File: src/rtl/seq_pattern_tx.sv
// Purpose : serial pattern transmitter; shifts a captured pattern MSB-first onto `out`,
//           repeating it `repeat_cnt` times (optionally with idle gaps between frames).
// Latency : start accepted at edge k -> first bit valid from edge k+1; done the cycle after the last bit.
// Backpr. : none on the serial side; `start` is only sampled in IDLE, otherwise ignored.
//
// Ports:
//   clk        rising-edge clock
//   areset_n   asynchronous active-low reset; aborts a transfer without a done pulse
//   start      transfer request (sampled only in IDLE)
//   pattern    W-bit pattern, captured on accepted start
//   len        bits per frame (0 or >W clamps to W), captured on accepted start
//   repeat_cnt frames to send (0 clamps to 1), captured on accepted start
//   out        serial bit
//   valid      high while out carries a pattern bit
//   busy       high from accept until done
//   frame_end  high during the last bit of each frame
//   done       one-cycle pulse after the final frame
//
// Build option: define SEQ_TX_GAP_EN to insert GAP_LEN idle cycles between frames.
module seq_pattern_tx #(
  parameter int W     = 8,
  parameter int LEN_W = 4,
  parameter int CNT_W = 4
`ifdef SEQ_TX_GAP_EN
  , parameter int GAP_LEN = 2
`endif
) (
  input  logic             clk,
  input  logic             areset_n,
  input  logic             start,
  input  logic [W-1:0]     pattern,
  input  logic [LEN_W-1:0] len,
  input  logic [CNT_W-1:0] repeat_cnt,
  output logic             out,
  output logic             valid,
  output logic             busy,
  output logic             frame_end,
  output logic             done
);

  typedef enum logic [1:0] {
    S_IDLE  = 2'b00,
    S_SHIFT = 2'b01,
    S_DONE  = 2'b10,
    S_GAP   = 2'b11
  } state_t;

  localparam logic [LEN_W-1:0] W_L = LEN_W'(W);

  state_t           state;
  logic [W-1:0]     pattern_q;
  logic [W-1:0]     sr;
  logic [LEN_W-1:0] len_q;
  logic [CNT_W-1:0] rep_q;
  logic [LEN_W-1:0] bitcnt;
  logic [CNT_W-1:0] frame;

`ifdef SEQ_TX_GAP_EN
  localparam int GAP_W = (GAP_LEN > 1) ? $clog2(GAP_LEN) : 1;
  localparam logic [GAP_W-1:0] GAP_LAST = GAP_W'(GAP_LEN - 1);
  logic [GAP_W-1:0] gapcnt;
`endif

  logic [LEN_W-1:0] len_c;
  logic [CNT_W-1:0] rep_c;
  logic             last_bit;
  logic             last_frame;

  // Clamp the requested frame geometry so the counters can never wrap.
  always_comb begin
    len_c = ((len == '0) || (len > W_L)) ? W_L : len;
    rep_c = (repeat_cnt == '0) ? CNT_W'(1) : repeat_cnt;
  end

  assign last_bit   = (bitcnt == len_q - LEN_W'(1));
  assign last_frame = (frame == rep_q - CNT_W'(1));

  // Left-align the active len bits so the shift register MSB is always the next bit,
  // equivalent to indexing pattern_q[len_q-1-bitcnt].
  function automatic logic [W-1:0] align(input logic [W-1:0] p, input logic [LEN_W-1:0] l);
    return p << (W_L - l);
  endfunction

  // Outputs are registered from the current state, so they trail the state by one edge:
  // SHIFT entered at edge k shows its first bit after edge k+1.
  always_ff @(posedge clk or negedge areset_n) begin
    if (!areset_n) begin
      state     <= S_IDLE;
      pattern_q <= '0;
      sr        <= '0;
      len_q     <= '0;
      rep_q     <= '0;
      bitcnt    <= '0;
      frame     <= '0;
      out       <= 1'b0;
      valid     <= 1'b0;
      busy      <= 1'b0;
      frame_end <= 1'b0;
      done      <= 1'b0;
`ifdef SEQ_TX_GAP_EN
      gapcnt    <= '0;
`endif
    end else begin
      case (state)
        S_IDLE: begin
          out       <= 1'b0;
          valid     <= 1'b0;
          busy      <= 1'b0;
          frame_end <= 1'b0;
          done      <= 1'b0;
          if (start) begin
            pattern_q <= pattern;
            sr        <= align(pattern, len_c);
            len_q     <= len_c;
            rep_q     <= rep_c;
            bitcnt    <= '0;
            frame     <= '0;
            state     <= S_SHIFT;
          end
        end

        S_SHIFT: begin
          out       <= sr[W-1];
          valid     <= 1'b1;
          busy      <= 1'b1;
          frame_end <= last_bit;
          done      <= 1'b0;
          sr        <= sr << 1;
          bitcnt    <= bitcnt + LEN_W'(1);
          if (last_bit) begin
            bitcnt <= '0;
            if (last_frame) begin
              state <= S_DONE;
            end else begin
              frame <= frame + CNT_W'(1);
              sr    <= align(pattern_q, len_q);
`ifdef SEQ_TX_GAP_EN
              // A zero-length gap degenerates to back-to-back frames.
              if (GAP_LEN > 0) begin
                gapcnt <= '0;
                state  <= S_GAP;
              end
`endif
            end
          end
        end

`ifdef SEQ_TX_GAP_EN
        S_GAP: begin
          out       <= 1'b0;
          valid     <= 1'b0;
          busy      <= 1'b1;
          frame_end <= 1'b0;
          done      <= 1'b0;
          gapcnt    <= gapcnt + GAP_W'(1);
          if (gapcnt == GAP_LAST) begin
            state <= S_SHIFT;
          end
        end
`endif

        S_DONE: begin
          out       <= 1'b0;
          valid     <= 1'b0;
          busy      <= 1'b0;
          frame_end <= 1'b0;
          done      <= 1'b1;
          state     <= S_IDLE;
        end

        default: begin
          // Unreachable encodings (including GAP when it is not built) recover to IDLE.
          out       <= 1'b0;
          valid     <= 1'b0;
          busy      <= 1'b0;
          frame_end <= 1'b0;
          done      <= 1'b0;
          state     <= S_IDLE;
        end
      endcase
    end
  end

endmodule

File: config.mk
export PLATFORM = sky130hd
export DESIGN_NAME = seq_pattern_tx
export DESIGN_NICKNAME = d
export VERILOG_FILES = /design/src/rtl/seq_pattern_tx.sv
export SDC_FILE = /design/constraint.sdc
export NUM_CORES = 1
export LEC_CHECK = 0
export CAP_MARGIN = 15
export CORE_MARGIN = 2
export CORE_UTILIZATION = 59
export CTS_BUF_LIST = sky130_fd_sc_hd__clkbuf_8
export DETAILED_ROUTE_END_ITERATION = 12
export GPL_TIMING_DRIVEN = 0
export HOLD_SLACK_MARGIN = 0.03
export PLACE_DENSITY = 0.82
export SKIP_CTS_REPAIR_TIMING = 1
export SLEW_MARGIN = 10
export SYNTH_ARGS = -nofsm -noshare
export SYNTH_HDL_FRONTEND = slang
export SYNTH_SLANG_ARGS = --single-unit
File: constraint.sdc
create_clock -name clk -period 2.9 [get_ports clk]
set_input_delay 0.435 -clock clk [delete_from_list [all_inputs] [get_ports clk]]
set_output_delay 0.435 -clock clk [all_outputs]
set_load 0.05 [all_outputs]
Word level (Yosys, flattened, before mapping) --
Cells that the tools add are included.
Storage, ports and cells: register bits after elaboration 38, input port bits 19, output and inout bits 5, word-level logic and storage cells 57
Operators by class: add/subtract/negate cells 6, magnitude comparators 1, eq/ne operators 8, shift-type cells 2, muxes and demuxes 20, reduce and logical (&&, ||, !) cells 9
Operators by type and width (count):
- $mux 4 | 6
- $mux 8 | 3
- $pmux 4 s2 | 2
- $pmux 8 s2 | 1
- $shl 8x4->8 | 2
- $add 4x1->4 const B | 2
- $eq 4x4->1 | 2
- $logic_not 4->1 | 2
- $ne 2x2->1 const B | 4
- $sub 4x1->4 const B | 2
- $sub 4x4->4 const A | 2
- $mux 2 | 3
- $gt 4x4->1 const B | 1
- $mux 1 | 4
- $pmux 2 s2 | 1
- $reduce_and 2->1 | 2
- $reduce_and 4->1 | 1
- $reduce_and 3->1 | 1
- $eq 2x1->1 const B | 1
- $eq 2x2->1 const B | 1
- $logic_not 2->1 | 1
- $reduce_bool 2->1 | 1
- $logic_or 1x1->1 | 1

Longest topological paths before layout --
word-level depth 7, mapped depth 12, gate-level depth less buffers 9

Worst setup path before layout --
No wires, ideal clock.
path type input to register, start in len[0], end reg sr[7], library setup time 0.124 ns, data arrival time 2.478 ns, data required time 2.776 ns, setup slack 0.298 ns, stages on the path 12, cells stage by stage buf_2 > nor2b_1 > clkbuf_1 > inv_2 > ha_1 > clkbuf_1 > xor2_1 > nor3_1 > a2111oi_0 > o221ai_1 > o211ai_1 > a21oi_1
Between the ends: cells in the longest elaborated chain, start to end 7, elaborated cells on any way between the ends 8
RTL lines:
- start: declaration | RTL line 32 | input logic [LEN_W-1:0] len,
- $gt 4x4->1 / $logic_not 4->1 (equally long branches) | RTL line 71 | len_c = ((len == '0) || (len > W_L)) ? W_L : len;
- $logic_or 1x1->1 | RTL line 71
- $mux 4 * | RTL line 71
- $sub 4x4->4 * | RTL line 81 | return p << (W_L - l);
- $shl 8x4->8 * | RTL line 81
- $mux 8 * | RTL line 111 | if (start) begin
- $pmux 8 s2 * | RTL line 104 | case (state)
- end signal: assignment | RTL line 113 | sr <= align(pattern, len_c);
- end signal: assignment | RTL line 128 | sr <= sr << 1;
- end signal: assignment | RTL line 136 | sr <= align(pattern_q, len_q);
- end: declaration | RTL line 52 | logic [W-1:0] sr;
Every way passes the cells marked *; elsewhere a longest branch is shown, timed or not. The select of a mux whose other input is x is not followed. A chain may end at the register's enable or synchronous reset.

Final worst setup path --
start reg len_q[0], end reg sr[1]
Between the ends: cells in the longest elaborated chain, start to end 5, elaborated cells on any way between the ends 7
RTL lines:
- start: declaration | RTL line 53 | logic [LEN_W-1:0] len_q;
- start signal: assignment | RTL line 114 | len_q <= len_c;
- $sub 4x4->4 | RTL line 81
- $shl 8x4->8 | RTL line 81
- $mux 8 | RTL line 132 | if (last_frame) begin
- $mux 8 * | RTL line 130 | if (last_bit) begin
- $pmux 8 s2 * | RTL line 104
Every way passes the cells marked *; elsewhere a longest branch is shown, timed or not.

==> impl_results.md <==
- Status: finished clean
- Final antenna-violating net count: 0
- Synth unique cells: 52
- Die Y: 68.8 microns
- Setup TNS: 0 ns
- Post-DR wirelength/cell: 16.3 microns
- Ordered cell list for the critical path: clkbuf_2 > buf_2 > inv_2 > ha_2 > xor3_1 > nor3_2 > o211ai_2 > buf_6 > or4_1 > a21oi_1
- Clock tree sinks: 38
- Hold Vio Cnt, Final: 0
- VDD IR max: just over 0.7 mV
- Wirelength, routed: 5.89 mm
- Initial DRT Pass Iterations: 4
- Max Clock Freq: 0.368 GHz
- Hold Path Class: in2async
- Global-route usage over all layers: 0.285
- Mean Syn Cell Area: 8.83 sq um
- DRC viols: 0
- Crit path time final: 2.72 ns
- CP Max Fanout: 10
- H-tree depth: 2
- Max Transition Viols Final: 0
- Max_cap viols: 0
- Post-route insts no fill: 361
- Skew-Pair Late Insertion Delay: 0.30 ns
- Worst-path clk slew: ~0.08 ns
- Max incr delay on CP: 0.50 ns
- Die area: 4730 sq um
- Critical Path AT: about 3 ns
- Chip width: about 69 microns
- Initial antenna violation count: 0
- Number of port buffers: 21
- Max Root-Sink Buffers: 2
- Pin slew with the least headroom to its limit: roughly 0.6 ns
- Relative slew slack: 0.604
- Most frequent cell after synthesis: nand2_1
- First-pass GRT wire length: 9.75 mm
- LEAKAGE: roughly 1.3 nW
- Fin nets: 334
- Number of synthesized register bits: 38
- Multi-input gate area: 1380 sq um
- Area delta synth->final: 18.0%
- Ys async rst share: 1.00
- Gate Count Post-Synth: 280
- Placement Rows: 23
- Fillers: 331
- Top-level I/O count: 24
- CP top delay family: simple AND/OR/NAND/NOR gates
- Post-synth top area cell: dfrtp_1
- Largest net degree at the start of global routing: 21
- Finish-stage setup viols: 0
- Synth area leaders: dfrtp_1 (38%), nand2_1 (6.2%), mux2i_1 (4.5%)
- Mapped Nets: slightly above 300
- Cell Count Post-Placement: between 300 and 400
- Place WS: -0.0845 ns
- Slowest-stage cell, CP: or4_1
- Post-synth EDFFs: 0
- Critical Path RT: 3.11 ns
- CORE AREA: 4030 sq um
- Register area: approximately 950 sq um
- Drt first-iter violations: between 100 and 150
- Num CTS Buffers: 5
- Half-perimeter wire length after placement: 4.43 mm
- Share of cells above drive strength 1: 0.113
- GRT overflow: 0
- Sequential-to-total area share from yosys stat: 0.384
- Number of buffers and inverters on the critical path: 4
- Unrepaired setup endpoints after global routing: false
- Synth Flop Type: dfrtp_1
- Critical path class: reg2reg
- Most frequent cells after synthesis: nand2_1 (41), dfrtp_1 (38), o21ai_0 (20)
- Clock skew: 0.0106 ns
- Crit share post-route: 0.938
- Worst setup EP type: flop
- Post-synthesis cell area: 2470 sq um
- Initial Util: 0.614
- Pwr dens: 1120 nW/um^2
- CTS Root Cell: clkbuf_8
- Top cell type's share of synthesized area: 0.384
- Setup ws final: 0.180 ns
- Vias: 2,158
- Number of global-route vias before repair: 2,096
- Crit path launch type: flop
- Gpl congestion: about 0.9
- CTS tree: yes
- # diodes: 0
- Warnings, synthesis: 0
- Vias per inst: 5.98
path summary, 6_finish.rpt:
kind | startpoint | endpoint | slack [ns] | depth (start not counted)
setup / recovery | len_q[0]$_DFFE_PN0P_ | sr[1]$_DFFE_PN0P_ | 0.18 | 10
hold / removal | areset_n | state[0]$_DFFE_PN0P_ | 0.09 | 1
setup reg to reg | len_q[0]$_DFFE_PN0P_ | sr[1]$_DFFE_PN0P_ | 0.18 | 10
hold reg to reg | sr[7]$_DFFE_PN0P_ | out$_DFF_PN0_ | 0.51 | 1
max in group asynchronous | areset_n | state[1]$_DFFE_PN0P_ | 2.35 | 2
min in group clk | sr[7]$_DFFE_PN0P_ | out$_DFF_PN0_ | 0.51 | 1
layer usage:
metal	GRT usage	wire [microns]
met1	0.387	2710
met2	0.433	2710
met3	0.0584	323
met4	0.145	154
met5	0	0
cell usage in the layout, fill, tap and decap left out, types with 4 or more instances in the layout:
cell type | Yosys | layout
nor2_1 | 15 | 15
nor3_1 | 12 | 12
buf_2 | 4 | 5
mux2i_1 | 11 | 11
nand2b_1 | 7 | 7
dfrtp_1 | 38 | 38
clkbuf_1 | 10 | 9
o211ai_1 | 6 | 6
nand2_1 | 41 | 41
o21ai_0 | 20 | 20
ha_1 | 5 | 4
xor2_1 | 6 | 6
inv_1 | 10 | 9
clkbuf_8 | 0 | 5
xnor2_1 | 6 | 6
a21oi_1 | 14 | 14
nand3_1 | 11 | 11
or4_1 | 5 | 5
clkdlybuf4s50_1 | 0 | 20
a32oi_1 | 4 | 4
final cells by class:
cell class,count,area share
tap,50,0.0214
clock inverter,3,0.0236
buffer,20,0.0351
timing repair buffer,23,0.0823
multi-input combinational,210,0.473
clock buffer,5,0.0236
inverter,12,0.0154
sequential,38,0.326
cells by family after synthesis:
kind of cell    after synthesis  share of synthesized area
simple gates                107                      0.209
xor+xnor                     14                     0.0612
fa+ha+maj                     5                     0.0253
compound gates               68                      0.180
mux                          16                     0.0809
flops                        38                      0.384
buf+inv                      32                     0.0587
per-stage QoR:
step	hold slack (ns)	total power, mW	util	cell area (sq um)
finish	0.0868	3.26	0.725	2920
global route	0.126	3.51	0.725	2920
CTS	0.101	3.23	0.721	2910
detailed placement	0.421	2.67	0.687	2770
global placement	0.472	2.60	0.682	2750
floorplan	0.139	2.25	-	2470
registers in the layout, summed over array words and instances (netlist names):
signal     flops
frame          4
pattern_q      8
sr             8
out            1
state          2
frame_end      1
done           1
len_q          4
rep_q          4
bitcnt         4
busy           1
report_power, final:
group          internal (mW)  switching, mW  total (mW)
combinational          0.793          0.984        1.78
sequential             0.745          0.198       0.943
clock                  0.345          0.200       0.544
total                   1.88           1.38        3.26
No activity file was read; power rests on OpenSTA's default activity.
